--- config.mk ---
export PLATFORM = sky130hd
export DESIGN_NAME = bus_cycle_arbiter
export DESIGN_NICKNAME = d
export VERILOG_FILES = /design/src/rtl/bus_cycle_arbiter.sv
export SDC_FILE = /design/constraint.sdc
export NUM_CORES = 1
export LEC_CHECK = 0
export ABC_AREA = 0
export CAP_MARGIN = 25
export CORE_ASPECT_RATIO = 0.5
export CORE_MARGIN = 1.5
export CORE_UTILIZATION = 35
export CTS_CLUSTER_SIZE = 10
export DETAILED_ROUTE_END_ITERATION = 8
export HOLD_SLACK_MARGIN = 0.08
export PLACE_DENSITY = 0.67
export SLEW_MARGIN = 20
export SYNTH_ARGS = -nofsm -noshare
export SYNTH_HDL_FRONTEND = slang
export SYNTH_SLANG_ARGS = --single-unit
--- constraint.sdc ---
create_clock -name clock -period 4.75 [get_ports clock]
set_clock_uncertainty 0.1 [all_clocks]
set_input_delay 0.7125 -clock clock [delete_from_list [all_inputs] [get_ports clock]]
set_output_delay 0.7125 -clock clock [all_outputs]
set_load 0.01 [all_outputs]
--- src/rtl/bus_cycle_arbiter.sv ---
// Two-requester round-robin arbiter driving a multiplexed ALE/RD/WR address-data bus.
// Latency: grant visible 1 clock after req in IDLE; full cycle STROBE_CYC+3 clocks; all outputs registered.
module bus_cycle_arbiter #(
  parameter int unsigned STROBE_CYC = 2
) (
  input  logic       clock,
  input  logic       resetb,
  input  logic [1:0] req,
  input  logic [1:0] rnw,
  input  logic [7:0] addr0,
  input  logic [7:0] addr1,
  input  logic [7:0] wdata0,
  input  logic [7:0] wdata1,
  input  logic [7:0] ad_in,
  output logic [1:0] gnt,
  output logic [1:0] done,
  output logic [7:0] rdata,
  output logic       ALE,
  output logic       rdb,
  output logic       wrb,
  output logic [7:0] ad_out,
  output logic       ad_oe
);

  typedef enum logic [4:0] {
    IDLE    = 5'b00001,
    ADDR    = 5'b00010,
    STROBE  = 5'b00100,
    HOLD    = 5'b01000,
    RECOVER = 5'b10000
  } state_t;

  localparam logic [3:0] CNT_LOAD = 4'(STROBE_CYC - 1);

  state_t     state_q;
  logic [3:0] cnt_q;
  logic       last_q;
  logic       rnw_q;
  logic [7:0] wdata_q;
  logic [1:0] gnt_q;
  logic [1:0] done_q;
  logic [7:0] rdata_q;
  logic       ale_q;
  logic       rdb_q;
  logic       wrb_q;
  logic [7:0] ad_out_q;
  logic       ad_oe_q;
  logic       win_d;

  // Winner index: on contention the requester not granted last time wins.
  always_comb win_d = (req == 2'b11) ? ~last_q : req[1];

  always_ff @(posedge clock or negedge resetb) begin
    if (!resetb) begin
      state_q  <= IDLE;
      cnt_q    <= 4'd0;
      last_q   <= 1'b1;
      rnw_q    <= 1'b0;
      wdata_q  <= 8'h00;
      gnt_q    <= 2'b00;
      done_q   <= 2'b00;
      rdata_q  <= 8'h00;
      ale_q    <= 1'b0;
      rdb_q    <= 1'b1;
      wrb_q    <= 1'b1;
      ad_out_q <= 8'h00;
      ad_oe_q  <= 1'b0;
    end else begin
      done_q <= 2'b00;
      case (state_q)
        IDLE: begin
          if (req != 2'b00) begin
            state_q  <= ADDR;
            gnt_q    <= win_d ? 2'b10 : 2'b01;
            last_q   <= win_d;
            rnw_q    <= rnw[win_d];
            wdata_q  <= win_d ? wdata1 : wdata0;
            ad_out_q <= win_d ? addr1 : addr0;
            ale_q    <= 1'b1;
            ad_oe_q  <= 1'b1;
          end
        end
        ADDR: begin
          state_q <= STROBE;
          cnt_q   <= CNT_LOAD;
          ale_q   <= 1'b0;
          if (rnw_q) begin
            rdb_q   <= 1'b0;
            ad_oe_q <= 1'b0;
          end else begin
            wrb_q    <= 1'b0;
            ad_out_q <= wdata_q;
          end
        end
        STROBE: begin
          if (cnt_q == 4'd0) begin
            state_q <= HOLD;
            rdb_q   <= 1'b1;
            wrb_q   <= 1'b1;
            if (rnw_q) rdata_q <= ad_in;
          end else begin
            cnt_q <= cnt_q - 4'd1;
          end
        end
        HOLD: begin
          state_q <= RECOVER;
          ad_oe_q <= 1'b0;
          done_q  <= gnt_q;
        end
        RECOVER: begin
          state_q <= IDLE;
          gnt_q   <= 2'b00;
        end
        default: begin
          state_q <= IDLE;
          gnt_q   <= 2'b00;
          ale_q   <= 1'b0;
          rdb_q   <= 1'b1;
          wrb_q   <= 1'b1;
          ad_oe_q <= 1'b0;
        end
      endcase
    end
  end

  assign gnt    = gnt_q;
  assign done   = done_q;
  assign rdata  = rdata_q;
  assign ALE    = ale_q;
  assign rdb    = rdb_q;
  assign wrb    = wrb_q;
  assign ad_out = ad_out_q;
  assign ad_oe  = ad_oe_q;

endmodule
==> results of run 1 <==
## report_power, final
group          total (W)  switching [W]  internal (W)
registers       0.000679       0.000139      0.000540
clock network   0.000373       0.000128      0.000245
logic           0.000781       0.000346      0.000435
## flip-flops by register name, summed over array words and instances, names as in the netlist
name     flops
done         2
wdata_q      8
rdata        8
ad_out       8
ad_oe        1
last_q       1
wrb          1
gnt          2
state_q      5
cnt_q        4
rdb          1
ALE          1
rnw_q        1
## metal layers
metal | vias to the layer above | share of wire
li1 | 856 | -
met1 | 847 | 0.47
met2 | 57 | 0.48
met3 | 2 | 0.052
met4 | 0 | 0.0054
met5 | - | 0
## area by class of cell
class	instances	area [um2]
Sequential cell	43	1080
Multi-Input combinational cell	145	932
Fill cell	516	2640
Inverter	5	18.8
Tap cell	73	91.3
Clock buffer	6	129
Timing Repair Buffer	71	713
Clock inverter	1	30.0
## cell families after synthesis
logic type	share of synthesized area
simple gates	0.210
flops	0.513
compound gates	0.156
buf+inv	0.0440
mux	0.0618
xor+xnor	0.00832
fa+ha+maj	0.00594
## worst reg2reg max path, stage by stage, from the launching register on
cell,delay (ns)
dfrtp_1,0.54
nor4_1,0.50
o211ai_1,0.21
inv_1,0.64
nand3_1,0.16
o221a_2,0.17
## how the worst min path moves through the flow
stage              from  slack, ns        end
2_1_floorplan    resetb       0.32        ALE
5_1_grt          resetb       0.21  ad_out[2]
4_1_cts        rdata[1]       0.42   rdata[1]
6_report         resetb       0.20  ad_out[2]
3_5_place_dp   rdata[7]       0.40   rdata[7]
3_3_place_gp   rdata[4]       0.39   rdata[4]
## cell usage in the layout, fill, tap and decap left out, drive strengths merged, types with 2 or more instances in the layout
master         netlist  routed
a22o                 2       2
a31oi               10      10
a32o                 2       2
and2                 4       4
and3                 2       2
buf                  7       3
clkbuf               5       6
clkdlybuf4s50        0      68
dfrtp               39      39
dfstp                4       4
inv                  5       5
mux2                 8       8
nand2               40      40
nand2b               2       2
nand3               14      14
nor2                17      17
nor2b                3       3
nor3                 2       2
nor4                 2       2
o211ai               2       2
o21ai                6       6
o221a                8       8
o311ai               2       2
o31ai                3       3
## per-stage QoR
stage / util / instance area (um2)
2_1_floorplan: - / 2110
3_3_place_gp: 0.500 / 2820
3_5_place_dp: 0.500 / 2820
4_1_cts: 0.528 / 2980
5_1_grt: 0.532 / 3000
6_report: 0.532 / 3000
==> parameters.txt, run 1 <==
Parameter                              Value

Synthesis
  Top cell type by total area after synthesis ... dfrtp_1
  Top cells by instance count after synthesis ... dfrtp_1, nand2_1, nor2_1, nand3_1, a31oi_1
  Async S/R FF share, synth ... 1.00
  Flops & latches, synth ... 43
  Per-instance average area after synthesis ... 10.3 um2
  Number of standard cells after synthesis ... about 210
  Post-synthesis instance area ... 0.00211 mm2
  Largest cells by area after synthesis ... dfrtp_1, nand2_1, mux2_4
  Synth unique cells ... 45
  Number of synthesized flops with an enable pin ... 0
  Yosys synthesis warning count ... 0
  Top cell type's share of synthesized area ... 0.463
  Sequential element share of the synthesized area ... 0.513
  Dominant synthesized flop cell ... dfrtp_1
  Net count of the mapped netlist ... approximately 250

Placed design
  Count of buffers from port buffering ... 69
  Post-place setup slack ... roughly 2.1 ns
  Placed Instances ... approximately 340
  Placed wire-length estimate after detailed placement ... 3540 um
  Gpl congestion ... about 0.79

Critical path
  Worst-case reg-to-reg path depth ... 5
  Family with the most delay on the worst path ... simple AND/OR/NAND/NOR gates
  Critical Path Source ... state_q[1]
  Setup slack of the most critical reg-to-reg path ... between 2 and 2.5 ns
  Worst path arrival time ... 2.50 ns
  Crit path largest cell delay ... 0.64 ns
  CP Launch Type ... flop
  Worst reg2reg path endpoint ... ad_out[5]
  Worst setup path class ... flop to flop
  Total stage count of the critical path ... 5
  Highest-delay cell along the critical path ... inv_1
  Biggest fanout along the worst timing path ... 29
  Crit path buffers/inverters ... 1
  Critical path data required time ... a little under 5 ns
  Capture point of the worst path ... ad_out[5]
  Worst setup EP type ... flop
  Worst path cell trace ... nor4_1 > o211ai_1 > inv_1 > nand3_1 > o221a_2
  Launch instance of the worst register-to-register path ... state_q[1]

STA
  Timing-limited maximum frequency ... between 400 and 500 MHz
  Clock period minus worst slack ... 2.43 ns
  Setup repair after global routing missed its margin ... no
  Actual transition at the worst max-transition pin ... between 0.8 and 0.9 ns
  Final cycle utilization of the critical path ... 0.511
  Final slew viol count ... 0
  Number of hold violations in the final report ... 0
  Final setup slack of the worst path ... about 2.3 ns
  Hold Slack ... 0.199 ns
  Setup violation total in the final timing report ... 0
  Summed negative setup slack over all endpoints ... 0 ns
  Rel. slew slack ... 0.454

Drt
  Length of the first detailed-routing pass in iterations ... 4
  Vias post-DR ... about 1800
  Via/cell ratio ... approximately 5
  Number of antenna-violating nets in the routed design ... 0
  Routed WL ... approximately 5000 um
  Routed WL per cell ... roughly 14 um
  Count of routing violations after the opening detailed-route iteration ... slightly above 90
  Remaining routing DRC violations ... 0

Clock tree
  Number of buffers between clock root and the deepest sink ... 2
  Level count of the clock H-tree ... 2
  Clock tree from TritonCTS ... built
  Clock buffers created by TritonCTS ... 5
  Clock-pin slew of the registers on the worst-case setup and hold paths ... around 0.06 ns
  Clk_lat worst skew ... about 0.28 ns
  Total number of clock tree sinks ... 43
  Root buffer cell ... clkbuf_16
  Postcts setup bufs ... 0
  Post-CTS resize count ... 0
  Hold_buf cts ... 0

GRT
  Initial antenna violation count ... 0
  Aggregate global routing overflow ... 0
  Vias in the first global route ... 1726
  Met2 track demand over resource in global routing ... 0.272
  Global-route wire length before repair ... 8380 um
  Met1 demand-to-capacity share in global routing ... 0.225
  Global router's overall resource usage ... 0.164
  Peak-usage layer in the global routing report ... met2
  Largest net degree at the start of global routing ... 44
  GR Layer Usage met3 ... 0.0356

Floorplanning
  Die X-Extent ... about 110 um
  Vertical die dimension ... a little under 60 um
  Number of placed I/O pins ... 70
  Number of placement rows ... 19
  Placeable core region ... roughly 0.0056 mm2
  Die Outline Area ... between 0.006 and 0.007 mm2
  Starting Density ... 0.374

Layout
  Final Non-Filler Cells ... between 300 and 400
  Number of antenna diodes ... 0
  Share of layout cells above drive strength 1 ... 0.133
  # nets final ... between 300 and 400
  Area growth, synth to finish ... 42.2%

Status
  Status ... complete, no violations

Power
  Post-layout power ... 0.00183 W
  Power density over cell area ... roughly 600 mW/mm2
  Reported leakage power ... between 1 and 1.5 nW
  Maximum vdd drop ... approximately 0.24 mV

Run
  Max-cap viol count ... 0

Worst hold path
  Tightest Hold Check Type ... input port to asynchronous set/reset pin
Power figures use the tool's default switching activity.
==> run 2, diff against run 1 <==
--- a/config.mk
+++ b/config.mk
@@ -13,7 +13,7 @@
 export CTS_CLUSTER_SIZE = 10
 export DETAILED_ROUTE_END_ITERATION = 8
 export HOLD_SLACK_MARGIN = 0.08
-export PLACE_DENSITY = 0.67
+export PLACE_DENSITY = 0.69
 export SLEW_MARGIN = 20
 export SYNTH_ARGS = -nofsm -noshare
 export SYNTH_HDL_FRONTEND = slang
==> constraint.sdc (replaced) <==
create_clock -name clock -period 2.11 [get_ports clock]
set_clock_uncertainty 0.1 [all_clocks]
set_input_delay 0.3165 -clock clock [delete_from_list [all_inputs] [get_ports clock]]
set_output_delay 0.3165 -clock clock [all_outputs]
set_load 0.01 [all_outputs]
==> run 2 against run 1 <==
Register-to-register slack worse by 2.3 ns. Critical endpoint is now rdata[0]. Combinational power increased by 150%. Clock-buffer cell count did not move. Hold slack better by 0.21 ns. Global-route usage down 0.26 points. Critical path depth unchanged. Total power is 130% higher. Highest routed layer unchanged. Setup slack got worse by 2.3 ns. Utilization up 1.4 points. Via count increased by 1.9%. Final area grew 2.5%.
==> parameters.txt, run 2 (same netlist as run 1, synthesis figures left out) <==
Parameter                              Value

Floorplanning
  Die X-Extent ... 113 um (unchanged)
  Placeable core region ... 0.00563 mm2 (unchanged)
  Number of placed I/O pins ... 70 (unchanged)
  Starting Density ... 0.374 (unchanged)
  Number of placement rows ... 19 (unchanged)
  Vertical die dimension ... 57.8 um (unchanged)
  Die Outline Area ... 0.00652 mm2 (unchanged)

Critical path
  Worst setup EP type ... flop (unchanged)
  Crit path largest cell delay ... 0.47 ns (was 0.64 ns)
  Biggest fanout along the worst timing path ... 8 (was 29)
  Critical path data required time ... 2.17 ns (was 4.82 ns)
  CP Launch Type ... flop (unchanged)
  Highest-delay cell along the critical path ... or3_4 (was inv_1)
  Worst path arrival time ... 2.12 ns (was 2.50 ns)
  Worst path cell trace ... inv_1 > ha_2 > or3b_4 > or3_4 > mux2_4 (was nor4_1 > o211ai_1 > inv_1 > nand3_1 > o221a_2)
  Worst setup path class ... flop to flop (unchanged)
  Worst-case reg-to-reg path depth ... 5 (unchanged)

GRT
  Initial antenna violation count ... 0 (unchanged)
  Aggregate global routing overflow ... 0 (unchanged)
  Global-route wire length before repair ... 8350 um (was 8380 um)
  Largest net degree at the start of global routing ... 20 (was 44)
  Vias in the first global route ... 1736 (was 1726)
  Global router's overall resource usage ... 0.162 (was 0.164)

Power
  Relative contribution of combinational cells to total power ... 0.466 (was 0.426)
  Internal power ... 0.00274 W (was 0.00122 W)
  Clock Power Share ... 0.176 (was 0.204)
  Maximum vdd drop ... 0.531 mV (was 0.240 mV)
  Power spent charging and discharging nets ... 0.00143 W (was 0.000613 W)
  Power density over cell area ... 1360 mW/mm2 (was 612 mW/mm2)
  Post-layout power ... 0.00417 W (was 0.00183 W)
  Reported leakage power ... 1.31 nW (was 1.27 nW)
  Portion of total power attributed to sequential cells ... 0.358 (was 0.370)
  Switching share of total power ... 0.342 (was 0.334)

Drt
  Met3 routed WL ... 199 um (was 260 um)
  Routed WL ... 5040 um (was 4980 um)
  Routed WL per cell ... 14.2 um (was 14.5 um)
  M1 wire length ... 2300 um (was 2320 um)
  Count of routing violations after the opening detailed-route iteration ... 68 (was 91)
  Length of the first detailed-routing pass in iterations ... 4 (unchanged)
  Via/cell ratio ... 5.06 (was 5.12)
  Remaining routing DRC violations ... 0 (unchanged)
  Number of antenna-violating nets in the routed design ... 0 (unchanged)
  Highest routing layer actually used ... met4 (unchanged)
  Vias post-DR ... 1796 (was 1762)
  Met2 wire length ... 2540 um (was 2370 um)

STA
  Clock period minus worst slack ... 2.06 ns (was 2.43 ns)
  Final cycle utilization of the critical path ... 0.974 (was 0.511)
  Hold Slack ... 0.407 ns (was 0.199 ns)
  Rel. slew slack ... 0.697 (was 0.454)
  Setup violation total in the final timing report ... 0 (unchanged)
  Actual transition at the worst max-transition pin ... 0.450 ns (was 0.819 ns)
  Setup repair after global routing missed its margin ... no (unchanged)
  Number of hold violations in the final report ... 0 (unchanged)
  Final slew viol count ... 0 (unchanged)
  Timing-limited maximum frequency ... 486 MHz (was 412 MHz)

Clock tree
  Clock tree from TritonCTS ... built (unchanged)
  Clock-pin slew of the registers on the worst-case setup and hold paths ... 0.06 ns (about the same)
  Number of buffers between clock root and the deepest sink ... 2 (unchanged)
  Clk_lat worst skew ... 0.28 ns (about the same)
  Level count of the clock H-tree ... 2 (unchanged)
  Total number of clock tree sinks ... 43 (unchanged)
  Clock buffers created by TritonCTS ... 5 (unchanged)
  Root buffer cell ... clkbuf_16 (unchanged)

Placed design
  Count of buffers from port buffering ... 69 (unchanged)
  Placed wire-length estimate after detailed placement ... 3850 um (was 3540 um)
  Gpl congestion ... 0.795 (was 0.792)

Layout
  # nets final ... 328 (was 318)
  Most common library cell in the layout ignoring fill and taps ... clkdlybuf4s50_1 (unchanged)
  Number of antenna diodes ... 0 (unchanged)
  Top library cells by usage in the layout, fill and taps aside ... clkdlybuf4s50_1, dfrtp_1, nand2_1, nor2_1, nand3_1 (unchanged)
  Final core occ ... 0.545 (was 0.532)
  Share of layout cells above drive strength 1 ... 0.177 (was 0.133)
  Area growth, synth to finish ... 45.9% (was 42.2%)

Worst hold path
  Tightest Hold Check Type ... input port to asynchronous set/reset pin (unchanged)

Status
  Status ... complete, no violations (unchanged)

Run
  Max-cap viol count ... 0 (unchanged)
-- run 2: what timing repair did --
action | CTS | global route
hold buffers | 1 | 0
resized for setup | 1 | 3
setup buffers | 0 | 1
cloned | 0 | 0
pin swaps | 0 | 1
hold endpoints to repair | 13 | 0
endpoints found under the setup margin | 8 | 21
-- run 2: critical path, delay by kind of cell (launching register included) --
kind,cells,cell delay (ns)
muxes,1,0.33
adders and majority gates,1,0.18
and+or+nand+nor,2,0.86
buffers and inverters,1,0.07
DFF,1,0.40
-- run 2: layout make-up --
type	instances	area, um2
inverter	5	18.8
clock buffer	6	129
clock inverter	2	12.5
multi-input combinational	145	948
tap	73	91.3
sequential	43	1080
fill	488	2560
timing repair buffer	81	791
-- run 2: final timing paths --
check                           slack [ns]    endpoint     start
worst max register to register        0.05    rdata[0]  cnt_q[1]
worst min-delay path                  0.41   ad_out[0]    resetb
max in group asynchronous             0.96  wdata_q[1]    resetb
worst max-delay path                  0.05    rdata[0]  cnt_q[1]
worst min register to register        0.41    rdata[2]  rdata[2]
min in group clock                    0.41    rdata[2]  rdata[2]
-- run 2: power groups by stage --
| stage | sequential [W] | combinational [W] | clock (W) |
|---|---|---|---|
| 3_5_place_dp | 0.00150 | 0.00192 | 0 |
| 2_1_floorplan | 0.00152 | 0.00108 | 0 |
| 5_1_grt | 0.00155 | 0.00212 | 0.000800 |
| 3_3_place_gp | 0.00148 | 0.00188 | 0 |
| 4_1_cts | 0.00149 | 0.00193 | 0.000759 |
| 6_report | 0.00149 | 0.00194 | 0.000735 |
-- run 2: per-stage QoR --
step,setup TNS [ns],worst slack (ns),instance area (um2),std cells
final,0,0.0544,3070,355
after global routing,0,0.0144,3070,355
after CTS,0,0.0496,3050,354
after detailed placement,-0.619,-0.0821,2900,345
after global placement,0,0.0236,2900,345
after floorplan,0,0.146,2110,205
-- run 2: routing by layer --
metal / vias to the layer above / global-route usage
li1: 883 / -
met1: 873 / 0.216
met3: 2 / 0.0387
met5: - / 0
met2: 38 / 0.271
met4: 0 / 0.0398
